--- config.mk ---
export PLATFORM = sky130hd
export DESIGN_NAME = inst_loader
export DESIGN_NICKNAME = d
export VERILOG_FILES = /design/src/rtl/inst_loader.sv
export SDC_FILE = /design/constraint.sdc
export NUM_CORES = 1
export LEC_CHECK = 0
export CAP_MARGIN = 20
export CELL_PAD_IN_SITES_DETAIL_PLACEMENT = 0
export CELL_PAD_IN_SITES_GLOBAL_PLACEMENT = 2
export CORE_UTILIZATION = 31
export DETAILED_ROUTE_END_ITERATION = 7
export PLACE_DENSITY_LB_ADDON = 0.1
export SLEW_MARGIN = 20
export SYNTH_ARGS = -nofsm -noshare
export SYNTH_HDL_FRONTEND = slang
export SYNTH_SLANG_ARGS = --single-unit
--- constraint.sdc ---
create_clock -name clk -period 3.1 [get_ports clk]
set_clock_uncertainty 0.2 [all_clocks]
set_input_delay 0.775 -clock clk [delete_from_list [all_inputs] [get_ports clk]]
set_output_delay 0.775 -clock clk [all_outputs]
set_load 0.005 [all_outputs]
--- src/rtl/inst_loader.sv ---
`default_nettype none
// ============================================================================
// Module      : inst_loader
// Description : Packs a byte stream into 32-bit little-endian words and writes
//               them to consecutive instruction-memory addresses. The CPU is
//               held in reset until a full image is in place.
//               Optional macro CHECKSUM_EN adds a trailing XOR checksum byte.
// Revision    : 1.0 - initial release
// ============================================================================
module inst_loader #(
  parameter int ADDR_W = 6
) (
  input  logic              clk,
  input  logic              rst,
  input  logic              start,
  input  logic [7:0]        byte_in,
  input  logic              byte_valid,
  output logic              byte_ready,
  output logic              mem_we,
  output logic [ADDR_W-1:0] mem_addr,
  output logic [31:0]       mem_wdata,
  output logic              cpu_hold,
  output logic              busy,
  output logic              done,
  output logic              err
);

  localparam int               CNT_W   = ADDR_W + 1;
  localparam logic [31:0]      DEPTH   = 32'd1 << ADDR_W;
  localparam logic [CNT_W-1:0] DEPTH_N = DEPTH[CNT_W-1:0];

  localparam logic [2:0] S_IDLE  = 3'd0;
  localparam logic [2:0] S_HDR   = 3'd1;
  localparam logic [2:0] S_DATA  = 3'd2;
  localparam logic [2:0] S_WRITE = 3'd3;
  localparam logic [2:0] S_CHK   = 3'd4;
  localparam logic [2:0] S_DONE  = 3'd5;

  logic [2:0]        state_q,  state_d;
  logic [1:0]        bcnt_q,   bcnt_d;
  logic [CNT_W-1:0]  wcnt_q,   wcnt_d;
  logic [CNT_W-1:0]  nwords_q, nwords_d;
  logic [ADDR_W-1:0] addr_q,   addr_d;
  logic [31:0]       wdata_q,  wdata_d;
`ifdef CHECKSUM_EN
  logic [7:0]        csum_q,   csum_d;
  logic              err_q,    err_d;
`endif

  logic              accept;
  logic              start_ok;
  logic [CNT_W-1:0]  hdr_n;
  logic [CNT_W-1:0]  wcnt_inc;
  logic              last_word;

  assign accept    = byte_valid && byte_ready;
  assign start_ok  = start && ((state_q == S_IDLE) || (state_q == S_DONE));
  assign wcnt_inc  = wcnt_q + 1'b1;
  assign last_word = (wcnt_inc == nwords_q);

  // Header 0 means a full memory; anything beyond the memory size is clamped.
  assign hdr_n = ((byte_in == 8'd0) || ({24'd0, byte_in} > DEPTH)) ? DEPTH_N
                                                                   : CNT_W'(byte_in);

  always_ff @(posedge clk or negedge rst) begin
    if (!rst) begin
      state_q <= S_IDLE;
    end else begin
      state_q <= state_d;
    end
  end

  always_ff @(posedge clk or negedge rst) begin
    if (!rst) begin
      bcnt_q   <= 2'd0;
      wcnt_q   <= '0;
      nwords_q <= '0;
      addr_q   <= '0;
      wdata_q  <= 32'd0;
`ifdef CHECKSUM_EN
      csum_q   <= 8'd0;
      err_q    <= 1'b0;
`endif
    end else begin
      bcnt_q   <= bcnt_d;
      wcnt_q   <= wcnt_d;
      nwords_q <= nwords_d;
      addr_q   <= addr_d;
      wdata_q  <= wdata_d;
`ifdef CHECKSUM_EN
      csum_q   <= csum_d;
      err_q    <= err_d;
`endif
    end
  end

  always_comb begin
    state_d = state_q;
    case (state_q)
      S_IDLE, S_DONE: if (start) state_d = S_HDR;
      S_HDR:          if (accept) state_d = S_DATA;
      S_DATA:         if (accept && (bcnt_q == 2'd3)) state_d = S_WRITE;
      S_WRITE: begin
        if (!last_word) begin
          state_d = S_DATA;
        end else begin
`ifdef CHECKSUM_EN
          state_d = S_CHK;
`else
          state_d = S_DONE;
`endif
        end
      end
`ifdef CHECKSUM_EN
      S_CHK:          if (accept) state_d = (byte_in == csum_q) ? S_DONE : S_IDLE;
`endif
      default:        state_d = S_IDLE;
    endcase
  end

  always_comb begin
    bcnt_d   = bcnt_q;
    wcnt_d   = wcnt_q;
    nwords_d = nwords_q;
    addr_d   = addr_q;
    wdata_d  = wdata_q;
`ifdef CHECKSUM_EN
    csum_d   = csum_q;
    err_d    = err_q;
`endif
    if (start_ok) begin
      bcnt_d = 2'd0;
      wcnt_d = '0;
      addr_d = '0;
`ifdef CHECKSUM_EN
      csum_d = 8'd0;
      err_d  = 1'b0;
`endif
    end
    if ((state_q == S_HDR) && accept) begin
      nwords_d = hdr_n;
    end
    if ((state_q == S_DATA) && accept) begin
      wdata_d[{bcnt_q, 3'b000} +: 8] = byte_in;
      bcnt_d                         = bcnt_q + 2'd1;
`ifdef CHECKSUM_EN
      csum_d                         = csum_q ^ byte_in;
`endif
    end
    // Address advances after every write, so a full image wraps back to 0.
    if (state_q == S_WRITE) begin
      wcnt_d = wcnt_inc;
      addr_d = addr_q + 1'b1;
    end
`ifdef CHECKSUM_EN
    if ((state_q == S_CHK) && accept && (byte_in != csum_q)) begin
      err_d = 1'b1;
    end
`endif
  end

  always_comb begin
    byte_ready = (state_q == S_HDR) || (state_q == S_DATA) || (state_q == S_CHK);
    mem_we     = (state_q == S_WRITE);
    mem_addr   = addr_q;
    mem_wdata  = wdata_q;
    cpu_hold   = (state_q != S_DONE);
    busy       = (state_q == S_HDR) || (state_q == S_DATA) ||
                 (state_q == S_WRITE) || (state_q == S_CHK);
    done       = (state_q == S_DONE);
`ifdef CHECKSUM_EN
    err        = err_q;
`else
    err        = 1'b0;
`endif
  end

endmodule
`default_nettype wire

== Yosys cells after proc, flatten, opt, wreduce, memory -nomap -nowiden ==
Cells that the tools add are included.

* Reductions and logical operators: 17
* Muxes and demuxes: 13
* Multipliers: 0
* Shift-type cells: 2
* Divide/modulo/power cells: 0
* Equality and inequality tests: 11
* Add/sub/neg operators: 4
* $lt $le $gt $ge: 1
* Bitwise logic cells: 0

{| class="wikitable"
|+ Operator list
! kind !! number
|-
| 32-bit bitwise mux || 1
|-
| 8-bit by 7-bit variable shift with 32-bit output (first input constant) || 1
|-
| 8-bit by 7-bit indexed part select with 32-bit output || 1
|-
| 7-bit 2-to-1 mux || 3
|-
| 3-bit 2-to-1 mux || 4
|-
| 6-bit 2-to-1 mux || 2
|-
| 3-bit one-hot mux with 4 select lines || 1
|-
| 8-bit by 7-bit greater-than comparator with 1-bit output (second input constant) || 1
|-
| 8-bit zero test || 1
|-
| 7-bit by 1-bit adder with 7-bit output (second input constant) || 1
|-
| 7-bit equality test || 1
|-
| 5-bit negation with 7-bit output || 1
|-
| 6-bit by 1-bit adder with 6-bit output (second input constant) || 1
|-
| 3-bit by 2-bit equality test with 1-bit output (second input constant) || 2
|-
| 3-bit equality test (second input constant) || 2
|-
| 1-bit logical OR || 6
|-
| 2-bit != test (second input constant) || 3
|-
| 1-bit logical AND || 5
|-
| 2-bit 2-to-1 mux || 2
|-
| 2-bit nonzero test || 2
|-
| 3-bit by 1-bit equality test with 1-bit output (second input constant) || 1
|-
| 3-bit zero test || 1
|-
| 3-bit != test (second input constant) || 1
|-
| 3-bit AND reduction || 1
|-
| 3 further kinds || 3
|}

* Latch bits: 0
* ROM bits: 0
* Bits of input ports: 12
* Output and inout bits: 44
* Word-level logic and storage cells: 54
* Register bits after elaboration: 57
* Memories kept: 0
* RAM bits: 0

== Logic depth before layout (Yosys ltp) ==
Gate-level depths: netlist of the first run.

* Word-level depth: 7
* Depth in mapped cells: 7
* Depth with buffers taken out: 6

== Worst setup path after synthesis of the first run ==
No wires, ideal clock.

* Path kind: input -> register
* Start: input byte_in[3]
* End: register nwords_q[6]
* Path buffers: 0
* Library setup time: 0.130 ns
* Data required time: 2.770 ns
* Slack: 0.844 ns
* Data arrival time: 1.926 ns
* Stages: 5
* Cells stage by stage: or4_1 nor3_1 xnor2_1 nor3_4 a21oi_1

* Cells in the longest elaborated chain, start to end: 3
* Elaborated cells on any way between the ends: 4
* Classes of those cells: 1 x order compare; 1 x mux; 2 x reduce/logical

{| class="wikitable"
|+ Ends and longest elaborated chain
! item !! RTL line !! RTL
|-
| from (decl) || 16 || <nowiki>input logic [7:0] byte_in,</nowiki>
|-
| 8-bit by 7-bit greater-than comparator with 1-bit output / 8-bit zero test (equally long branches) || 62 || <nowiki>assign hdr_n = ((byte_in == 8'd0) || ({24'd0, byte_in} > DEPTH)) ? DEPTH_N</nowiki>
|-
| 1-bit logical OR * || 62 ||
|-
| 7-bit 2-to-1 mux * || 62 ||
|-
| to (signal assigned) || 87 || <nowiki>nwords_q <= nwords_d;</nowiki>
|-
| to (decl) || 42 || <nowiki>logic [CNT_W-1:0] nwords_q, nwords_d;</nowiki>
|}

Mark *: on every way between the ends. The rest lies on a longest branch, timed or not.
A chain may end at the register's enable or synchronous reset.

== Final worst setup path of the first run ==
* Start: register state_q[0]
* End: output mem_we

* Cells in the longest elaborated chain, start to end: 1

{| class="wikitable"
|+ Ends and longest elaborated chain
! item !! RTL line !! RTL
|-
| from (decl) || 39 || <nowiki>logic [2:0] state_q, state_d;</nowiki>
|-
| from (signal assigned) || 69 || <nowiki>state_q <= state_d;</nowiki>
|-
| 3-bit by 2-bit equality test with 1-bit output || 164 || <nowiki>mem_we = (state_q == S_WRITE);</nowiki>
|-
| to (decl) || 19 || <nowiki>output logic mem_we,</nowiki>
|}

Every way passes these cells.

==> results.cfg, run 1 <==
[global_route]
grt_max_degree = 58
grt_overflow = 0
grt.total_usage_pct = 17.1
grt_pass1_vias = 2237
grt_pass1_wl_mm = 11.6
antenna_found_initial = 0

[outcome]
outcome = finished clean

[synthesis]
syn-mean-instance-area_um2 = 9.08
yosys_most_used_dff = dfrtp_1
synth-edff-count = 0
syn-cell-area_um2 = 2750
seq_area_frac_synth_pct = 51.9
yosys_register_bits = 57
yosys.area.top_type_share_pct = 51.9
syn-num-nets = 322
yosys_warnings = 0
yosys-top-cells-count = nand2_1 (86), dfrtp_1 (57), o21ai_0 (39), o21ai_1 (14), nor2_1 (11)
yosys.area.top_type = dfrtp_1
yosysMostFrequentCell = nand2_1
async_reset_ff_share_pct = 100
synth_area_leaders = dfrtp_1 (52%), nand2_1 (12%), o21ai_0 (7.1%)
ys_types = 41
syn-instance-count = 303

[pwr]
power_density_nw_per_um2 = 843
power_uw = 3140
p_leak_uw = 0.00159
ir_worst_vdd_uv = 331

[layout]
regArea_um2 = 1430
diodes = 0
layout-drive-gt1-share_pct = 11.3
syn2layout_area_growth_pct = 35.6
fill_cells = 883
multi_input_area_um2 = 1240
final_core_util_pct = 44.5
nNetsFinal = 395

[timing]
fin_crit_ns = 2.93
finalCritPeriodShare_pct = 94.6
setup_viol = 0
slew_headroom_pct = 59.8
slew_viol_final = 0
hold_viol = 0
fin_setup_tns_ns = 0
rsz0062_at_grt = no
fmax_mhz = 341
worstMarginPinSlew_ns = 0.588

[clock_network]
cts_tree = done
clock_sinks = 57
cts.hold.buffers_added = 0
root_buffer = clkbuf_8
numCtsBuffers = 9
cts_max_level = 3
post_cts_buffers = 0
clk_path_buf_depth = 2
clk_pin_slew_ns = 0.07
ctsResizeCount = 0
clock_latency_ns = 0.33

[route]
vias_per_cell = 4.83
wl_per_cell_um = 14.7
drt_pass1_iterations = 4
drtIter0Drc = 69
ant_nets = 0
wirelength_mm = 7.15
drc = 0
vias = 2345

[setup_path]
worstPathCellList = nand2_1 -> or2_2 -> inv_1 -> clkdlybuf4s50_1
crit_slowest_cell = dfrtp_1
critPathArrivalTime_ns = 1.96
r2r-end = state_q[1]
cp_num_buf_inv = 2
critPathMaxStageDelay_ns = 0.58
cp_max_fo = 12
rrSetupSlack_ns = 0.57
crit_path_end_kind = primary output
worst_setup_path_start_kind = register
ff2ff_path_depth = 7
r2r_start = wcnt_q[0]
cp.required_ns = 2.12
critPathKind = reg2out
crit_family = flip-flops

[flow_run]
max_cap_violations = 0

[floorplan]
start_util_pct = 32.8
rows = 33
die_area_um2 = 9250
die_h_um = 96.2
io_pins = 56
die_w_um = 96.2
design.core.area_um2 = 8380

[placement]
io_buffers = 54
dp_hpwl_mm = 4.96
gp_congestion = 0.762

[min_path]
min_path_type = in2async
stage by stage:
step	worst slack, ns	cell area [um2]	hold WS [ns]	std cells
after floorplan	0.844	2750	0.257	303
after global placement	0.227	3530	0.253	470
after detailed placement	0.219	3530	0.266	470
after CTS	0.124	3730	0.244	486
after global routing	0.0508	3730	0.258	486
final	0.166	3730	0.243	486
cell families (layout without fill, tap and decap cells):
kind of cell | Yosys count | after routing | synth area share (%)
mux | 1 | 1 | 0.364
xor+xnor | 12 | 12 | 4.32
fa+ha+maj | 8 | 8 | 3.55
simple gates | 126 | 126 | 20.6
buf+inv | 20 | 98 | 2.96
compound gates | 78 | 78 | 16.2
flops | 57 | 57 | 51.9
other cells | 1 | 1 | 0.136
power by group:
group	internal [uW]	total [uW]	switching [uW]
Sequential	975	1180	202
Combinational	682	1280	597
Clock	390	689	299
Total	2050	3140	1100
cells in the final DEF (no fill, tap or decap), types with 2 or more instances in the layout:
master           Yosys  final
nand2_1             86     86
dfrtp_1             57     57
clkdlybuf4s50_1      0     53
o21ai_0             39     39
buf_4                1     20
o21ai_1             14     14
nor2_1              11     11
clkbuf_8             0     10
xnor2_1              7      7
ha_1                 7      7
inv_1                6      6
a22o_1               6      6
nor3b_1              5      5
nand3_1              4      4
xor2_1               4      4
a21oi_1              4      4
nand2b_1             3      3
and3_1               3      3
o22ai_1              3      3
nor3_1               3      3
a31oi_1              3      3
o31ai_1              3      3
nor2b_1              2      2
or2_2                2      2
o211ai_1             2      2
nand4_1              2      2
clkinv_2             0      2
clkinvlp_4           0      2
how the worst max path moves through the flow:
stage                from     endpoint  slack (ns)  cells past startpoint
3_5_place_dp   byte_in[3]  nwords_q[6]        0.22                      6
4_1_cts        state_q[0]       mem_we        0.12                      4
5_1_grt        state_q[0]       mem_we        0.05                      4
2_1_floorplan  byte_in[3]  nwords_q[6]        0.84                      5
3_3_place_gp   byte_in[3]  nwords_q[6]        0.23                      6
6_report       state_q[0]       mem_we        0.17                      4
final cells by class:
class | instances | area share, %
well taps | 105 | 3.52
repair buffers | 75 | 18.9
clock inverters | 5 | 1.48
flip-flops and latches | 57 | 38.3
clock buffers | 11 | 3.79
inverters | 7 | 0.705
multi-input cells | 226 | 33.3
registers in the layout (all words and copies together), names as in the netlist:
name and count:
mem_wdata 32, mem_addr 6, state_q 3, nwords_q 7
bcnt_q 2, wcnt_q 7
routing by layer:
layer  share of wire (%)  routed length (um)  vias up  global-route usage, %
met4                 1.7                 121        0                   6.22
li1                    -                   -     1177                      -
met3                 3.1                 223       10                   3.87
met2                  47                3390       40                   27.7
met1                  48                3410     1118                   22.3
met5                   0                   0        -                      0
No activity file was read; power rests on OpenSTA's default activity.
==> inputs of run 2 (changes only) <==
==> constraint.sdc (replaced) <==
create_clock -name clk -period 3.1 [get_ports clk]
set_clock_uncertainty 0.2 [all_clocks]
set_input_delay 0.465 -clock clk [delete_from_list [all_inputs] [get_ports clk]]
set_output_delay 0.465 -clock clk [all_outputs]
set_load 0.005 [all_outputs]
==> run 2 against run 1 <==
Net effect:
- register-to-register slack about the same
- power is 0.14% lower
- first-iteration DRC count up 33%
- critical path type unchanged
- setup slack better by 0.35 ns
- sequential cell count did not move
- cell count down 2.1%
- critical endpoint unchanged
- via count shrank 2.0%
- worst hold slack got worse by 0.16 ns
- non-clock buffer count down 10
- maximum frequency up 14%
==> results.cfg, run 2 (synthesis results as in run 1) <==
[setup_path]
cp-startpoint = state_q[1]
rrSetupSlack_ns = 0.58
r2r_start = wcnt_q[0]
cp.required_ns = 2.43
cp_max_fo = 12
critPathMaxStageDelay_ns = 0.58
ff2ff_path_depth = 6
worstPathCellList = nand2_1 -> or2_2 -> inv_1 -> clkdlybuf4s50_1
critPathKind = reg2out
r2r-end = state_q[0]
crit_slowest_cell = dfrtp_1
crit_path_end_kind = primary output
endpoint = mem_we
critPathArrivalTime_ns = 1.92
worst_setup_path_start_kind = register

[clock_network]
numCtsBuffers = 9
clock_latency_ns = 0.33
root_buffer = clkbuf_8
ctsResizeCount = 0
cts_tree = done
cts.hold.buffers_added = 0
clk_path_buf_depth = 2
clk_pin_slew_ns = 0.06
clock_sinks = 57
post_cts_buffers = 0
cts_max_level = 3

[layout]
largest_register_ffs = 32
layout_common_cells = nand2_1 (86), dfrtp_1 (57), clkdlybuf4s50_1 (53)
layout_commonest_cell = nand2_1
diodes = 0
syn2layout_area_growth_pct = 32.8
fill_cells = 854
nNetsFinal = 385
layout-drive-gt1-share_pct = 8.63

[pwr]
power_density_nw_per_um2 = 860
ir_worst_vdd_uv = 282
p_leak_uw = 0.00155

[route]
wirelength_mm = 7.13
vias_per_cell = 4.83
ant_nets = 0
wl_per_cell_um = 15.0
drtIter0Drc = 92
drt_pass1_iterations = 4
drc = 0
vias = 2297

[timing]
slew_headroom_pct = 49.5
fmax_mhz = 387
worstMarginPinSlew_ns = 0.758
hold_viol = 0
fin_crit_ns = 2.58
rsz0062_at_grt = no
fin_setup_tns_ns = 0
slew_viol_final = 0
setup_viol = 0
finalCritPeriodShare_pct = 83.4
whs_ns = 0.0828

[min_path]
min_path_type = in2async

[outcome]
outcome = finished clean

[floorplan]
io_pins = 56
start_util_pct = 32.8
die_w_um = 96.2
design.core.area_um2 = 8380
rows = 33
die_area_um2 = 9250
die_h_um = 96.2

[global_route]
grt.total_usage_pct = 16.8
grt_max_degree = 58
grt_overflow = 0
grt_pass1_vias = 2106
grt_pass1_wl_mm = 11.4
antenna_found_initial = 0

[placement]
gp_congestion = 0.726
dp_hpwl_mm = 4.83
io_buffers = 54

[flow_run]
max_cap_violations = 0
## run 2: metrics by stage
| step | instance area, um2 | power [uW] | setup WS [ns] | utilization [%] | std cells |
|---|---|---|---|---|---|
| 6_report | 3650 | 3140 | 0.516 | 43.6 | 476 |
| 5_1_grt | 3650 | 3400 | 0.348 | 43.6 | 476 |
| 4_1_cts | 3650 | 3180 | 0.493 | 43.6 | 476 |
| 3_5_place_dp | 3440 | 2430 | 0.428 | 41.1 | 460 |
| 3_3_place_gp | 3440 | 2430 | 0.455 | 41.1 | 460 |
| 2_1_floorplan | 2750 | 1810 | 0.943 | - | 303 |
## run 2: power breakdown
part | switching [uW] | internal, uW | leakage, uW
Clock | 292 | 437 | 0.000107
Combinational | 579 | 640 | 0.000670
Sequential | 217 | 975 | 0.000772
Total | 1090 | 2050 | 0.00155
## run 2: worst min path at each step
stage | slack (ns) | endpoint | cells after the start | startpoint
floorplan | -0.03 | bcnt_q[0] | 0 | rst
global placement | 0.25 | mem_addr[5] | 1 | mem_addr[5]
detailed placement | 0.27 | mem_addr[5] | 1 | mem_addr[5]
CTS | 0.11 | state_q[2] | 2 | rst
global route | 0.15 | state_q[2] | 2 | rst
finish | 0.08 | state_q[2] | 2 | rst
## run 2: layer usage
layer	vias up	part of all wire [%]	global-route usage, %
li1	1154	-	-
met1	1092	47	22.6
met3	9	4.6	5.06
met4	0	1.1	4.98
met5	-	0	0
met2	42	47	26.1
## run 2: critical path, delay by kind of cell, from the launching register on
kind                   cells  cell delay (ns)
buffers and inverters      2             0.58
AND/OR/NAND/NOR            2             0.43
flip-flops                 1             0.58
## run 2: layout make-up
type,instances,area (um2),share of cell area [%]
Tap cell,105,131,3.60
Clock buffer,14,173,4.73
Multi-Input combinational cell,226,1240,34.0
Timing Repair Buffer,65,618,16.9
Sequential cell,57,1430,39.1
Inverter,7,26.3,0.719
Clock inverter,2,35.0,0.959
